==> src/rtl/uart_tx_fifo_ctrl.sv <==
// Read-side sequencer: drains the async byte FIFO into the UART transmitter
// over a start/busy handshake, with a flush (discard) mode and a sent-byte count.
module uart_tx_fifo_ctrl #(
  parameter int unsigned DATA_WIDTH  = 8,
  parameter int unsigned COUNT_WIDTH = 16
) (
  input  logic                   clk,
  input  logic                   reset,
  input  logic                   enable,
  input  logic                   flush,
  input  logic                   fifo_empty,
  input  logic [DATA_WIDTH-1:0]  fifo_data,
  output logic                   fifo_rd_en,
  input  logic                   tx_busy,
  output logic                   tx_start,
  output logic [DATA_WIDTH-1:0]  tx_data,
  output logic [COUNT_WIDTH-1:0] tx_count,
  output logic                   active
);

  typedef enum logic [2:0] {
    IDLE,
    READ,
    FETCH,
    WAIT_ACK,
    WAIT_DONE
  } state_e;

  state_e                 state_q, state_d;
  logic                   discard_q, discard_d;
  logic                   fifo_rd_en_q, fifo_rd_en_d;
  logic                   tx_start_q, tx_start_d;
  logic [DATA_WIDTH-1:0]  tx_data_q, tx_data_d;
  logic [COUNT_WIDTH-1:0] tx_count_q, tx_count_d;
  logic                   active_q, active_d;

  always_comb begin
    state_d      = state_q;
    discard_d    = discard_q;
    fifo_rd_en_d = 1'b0;
    tx_start_d   = tx_start_q;
    tx_data_d    = tx_data_q;
    tx_count_d   = tx_count_q;
    case (state_q)
      IDLE: begin
        // The read strobe is raised on entry so it is high exactly while in READ.
        if (!fifo_empty && flush) begin
          discard_d    = 1'b1;
          fifo_rd_en_d = 1'b1;
          state_d      = READ;
        end else if (!fifo_empty && enable && !tx_busy) begin
          discard_d    = 1'b0;
          fifo_rd_en_d = 1'b1;
          state_d      = READ;
        end
      end
      READ: state_d = FETCH;
      FETCH: begin
        if (discard_q) begin
          state_d = IDLE;
        end else begin
          tx_data_d  = fifo_data;
          tx_start_d = 1'b1;
          tx_count_d = tx_count_q + 1'b1;
          state_d    = WAIT_ACK;
        end
      end
      WAIT_ACK: begin
        if (tx_busy) begin
          tx_start_d = 1'b0;
          state_d    = WAIT_DONE;
        end
      end
      WAIT_DONE: begin
        if (!tx_busy) state_d = IDLE;
      end
      default: state_d = IDLE;
    endcase
    active_d = (state_d != IDLE);
  end

  always_ff @(posedge clk or posedge reset) begin
    if (reset) begin
      state_q      <= IDLE;
      discard_q    <= 1'b0;
      fifo_rd_en_q <= 1'b0;
      tx_start_q   <= 1'b0;
      tx_data_q    <= '0;
      tx_count_q   <= '0;
      active_q     <= 1'b0;
    end else begin
      state_q      <= state_d;
      discard_q    <= discard_d;
      fifo_rd_en_q <= fifo_rd_en_d;
      tx_start_q   <= tx_start_d;
      tx_data_q    <= tx_data_d;
      tx_count_q   <= tx_count_d;
      active_q     <= active_d;
    end
  end

  assign fifo_rd_en = fifo_rd_en_q;
  assign tx_start   = tx_start_q;
  assign tx_data    = tx_data_q;
  assign tx_count   = tx_count_q;
  assign active     = active_q;

endmodule

==> config.mk <==
export PLATFORM = sky130hd
export DESIGN_NAME = uart_tx_fifo_ctrl
export DESIGN_NICKNAME = d
export VERILOG_FILES = /design/src/rtl/uart_tx_fifo_ctrl.sv
export SDC_FILE = /design/constraint.sdc
export NUM_CORES = 1
export LEC_CHECK = 0
export BUFFER_PORTS_ARGS = -buffer_cell sky130_fd_sc_hd__buf_2
export CAP_MARGIN = 10
export CORE_MARGIN = 10
export CORE_UTILIZATION = 54
export CTS_CLUSTER_SIZE = 24
export DETAILED_ROUTE_END_ITERATION = 8
export GPL_ROUTABILITY_DRIVEN = 0
export HOLD_SLACK_MARGIN = 0.02
export PLACE_DENSITY = 0.82
export SYNTH_ARGS = -nofsm -noshare
export SYNTH_HDL_FRONTEND = slang
export SYNTH_SLANG_ARGS = --single-unit
==> constraint.sdc <==
create_clock -name clk -period 3.2 [get_ports clk]
set_input_delay 0.16 -clock clk [delete_from_list [all_inputs] [get_ports clk]]
set_output_delay 0.16 -clock clk [all_outputs]
set_load 0.02 [all_outputs]
==> results.md <==
- Entering global routing, the biggest net connects 32 pins.
- In the finished design, the share of the clock period the worst path needs comes to 0.556.
- The sink count of the clock tree is 31.
- For the pin with the worst max-slew slack, the measured transition is 0.643 ns.
- In this run the post-CTS setup repair buffer count came out at 0.
- The initial utilization of the core area, before any placement, comes to 0.565.
- The overflow left after global routing is 0.
- The largest family of logic cells by synthesized area is simple AND/OR/NAND/NOR gates.
- The layout has 193 filler cells.
- Setup repair after global routing left no endpoint under its margin.
- Compared with the post-synthesis result, the final layout area differs by 21.8%.
- The worst path required time is 3.42 ns.
- The run finished with clean final reports.
- The post-synth net total is 135.
- The clock slew at the register clock pins of the worst setup and hold paths is 0.09 ns.
- The worst IR drop on VDD is 0.612 mV.
- STA classifies the critical path startpoint as a flip-flop.
- STA classifies the critical path endpoint as a flip-flop.
- In the global route stage, met1 resource usage came out at 0.122.
- The routed layout has 1010 vias.
- The final net count is 181.
- The number of warnings reported in the yosys synthesis log is 0.
- The first global-routing pass estimated 4970 um of wire.
- The count of input and output buffers is 40.
- Measured in cells, the most critical reg-to-reg path has a length of 5.
- The number of synthesized register bits is 31.
- The clock tree from TritonCTS is yes.
- The overall track demand over capacity in global routing is 0.123.
- The floorplan step set the die height to 70.7 um.
- Once the clock tree was built, the resizer swapped 0 gates to a different size.
- The core region is 2450 um2.
- In this run, the number of DRC markers left after iteration 0 of detailed routing was 50.
- After layout, the design draws a total of 1.25 mW.
- Subtracting the final worst setup slack from the clock period gives 1.78 ns.
- The die boundary width is 70.7 um.
- The sequential fraction of the synthesis area is 0.560.
- The cell chosen for the clock root is clkbuf_4.
- In the final layout, the share of cells above drive strength 1 is 0.359.
- The number of global-route vias before repair came to 1067.
- The remaining design rule violation count is 0.
- The pre-CTS worst setup slack is 1.42 ns.
- Of the total synthesized cell area, the portion taken by AND, OR, NAND and NOR gates is 0.188.
- The number of antenna violations at the first check in global routing is 0.
- In the global route stage, met2 resource usage came out at 0.212.
- The average instance in the mapped netlist occupies 11.6 um2.
- The tightest slew margin relative to the limit is 0.571.
- Of the total synthesized cell area, the portion taken by full adders, half adders and majority gates is 0.00903.
- Measured against the total synthesized area, the mux share comes to 0.0731.
- The hold path depth is 2.
- Counting the buffers created by CTS gives 5.
- The synthesized-area fraction occupied by ao, oa, aoi and oai cells is 0.0496.
- The biggest area contributor in the post-synthesis netlist is dfrtp_1.
- Counting along the longest clock path gives a buffer depth of 2.
- Dividing the detail-routed wire length by the instance count gives 14.3 um.
- The share of synthesized area in the top cell type comes to 0.560.
- The die area is 4990 um2.
- The count of final hold-check violations came to 0.
- Setup violations remaining at the end of the flow were counted as 0.
- The number of hold buffers added after CTS was 0.
- The arrival time at the worst endpoint is 2.00 ns.
- The total detailed-routing wirelength is 2820 um.
- The number of H-tree branching levels is 2.
- Sorting the synthesized cells by area gives the leading types as dfrtp_1, mux2_2, xnor2_1, nor2_1, xor2_1.
- Across the run, the number of max-cap violations was 0.
- The top-level port count is 41.
- In this run the most used layer during global routing was met2.
- The achievable clock frequency is 0.562 GHz.
- For met3 alone, demand over resource in global routing was 0.0642.
- In this run the static leakage power is 0.874 nW.
- The via density per instance is 5.13.
- The cell area that synthesis handed to floorplanning was 1390 um2.
- The class of the tightest hold or removal check is in2reg.
- In this run the remaining antenna-violating nets after routing total 0.
- The post-synthesis cell type count is 30.
- The post-route clock skew is 0.00743 ns.
- The final setup TNS is 0 ns.
- The power per cell area is 740 nW/um2.
- Of the total synthesized cell area, the portion taken by XOR and XNOR cells is 0.0948.
- The number of diodes added for antenna fixing is 0.
- In this run the core area contains 18 standard-cell rows.
- The first detailed-routing pass took 4 iterations.
- The highest net fanout along the worst path is 4.
- The later pin in the worst-skew pair is clocked with a latency of 0.33 ns.
- The number of pins exceeding their max-slew limit in the final report is 0.
- Summed over all nets, the half-perimeter wirelength after detailed placement is 2210 um.
- The class of the most critical setup path is reg2reg.
- In the post-route analysis, the smallest setup slack over all paths is 1.42 ns.
- After technology mapping, the gate count stands at 120.
## cell usage in the layout (no fill, tap or decap), types with 2 or more instances in the layout
master and count:
nor2b_1 2, nand3_1 3, nor2_1 14, buf_2 40, dfrtp_1 31, mux2_2 9, nor4_1 3, xor2_1 5
inv_1 5, nor3_1 3, nand2_1 9, clkbuf_4 5, nand4_1 4, xnor2_1 10, o21ai_0 3, clkbuf_1 2
## through the flow
stage	instance area, um2	cells	hold slack, ns	utilization
after floorplan	1390	120	0.264	-
after global placement	1610	187	0.392	0.657
after detailed placement	1610	187	0.397	0.657
after CTS	1660	195	0.0465	0.678
after global routing	1690	197	0.0255	0.688
final	1690	197	0.0584	0.688
## metal layers
metal  up-vias  part of all wire
met5         -                 0
met4         0             0.017
met3         6             0.083
met2        23              0.52
met1       481              0.38
li1        500                 -
## cell families (layout without fill, tap and decap cells)
group                    Yosys count  in the layout
flip-flops                        31             31
adder cells (fa/ha/maj)            1              1
AO/OA/AOI/OAI                     10             10
XOR/XNOR                          15             15
AND/OR/NAND/NOR                   45             45
buffers and inverters              9             56
multiplexers                       9              9
## layout make-up
class / count / area, um2 / share of cell area
clock buffers: 7 / 45.0 / 0.0267
inverters: 5 / 18.8 / 0.0111
clock inverters: 1 / 5.00 / 0.00296
multi-input cells: 80 / 574 / 0.340
repair buffers: 43 / 233 / 0.138
well taps: 30 / 37.5 / 0.0222
flip-flops and latches: 31 / 776 / 0.459
## cell usage after synthesis (all sizes together)
master   count
dfrtp       31
nor2        14
xnor2       10
mux2         9
nand2        9
inv          5
xor2         5
nand4        4
nor4         4
nand3        3
nor3         3
o21ai        3
buf          2
clkbuf       2
nor2b        2
a2111oi      1
a21boi       1
a21oi        1
a22o         1
a22oi        1
ha           1
nand2b       1
nand4b       1
nand4bb      1
nor3b        1
o21a         1
o22a         1
or2          1
or3b         1
## worst max-delay path, cell delays in order (launching register included)
cell and delay [ns]:
dfrtp_1 0.40, ha_1 0.18, or3b_1 0.37, nor4_1 0.43
nand3_1 0.15, xnor2_1 0.14
## where the power goes
group,leakage [nW],internal [mW],total (mW),switching [mW]
sequential,0.398,0.497,0.604,0.107
combinational,0.447,0.193,0.436,0.243
clock,0.0293,0.0854,0.210,0.124
## final timing paths
path	from	to	slack, ns
max reg2reg	tx_count[0]	tx_count[12]	1.42
max in group asynchronous	reset	tx_count[6]	2.22
max	tx_count[0]	tx_count[12]	1.42
min reg2reg	tx_count[15]	tx_count[15]	0.47
min in group asynchronous	reset	tx_data[5]	0.45
min	fifo_data[5]	tx_data[5]	0.06
## state kept, by name (all words and copies together) (netlist names)
| signal | cells |
|---|---|
| active | 1 |
| tx_count | 16 |
| tx_start | 1 |
| state_q | 3 |
| discard_q | 1 |
| fifo_rd_en | 1 |
| tx_data | 8 |
Note: power is estimated with default switching activity, not from simulation.
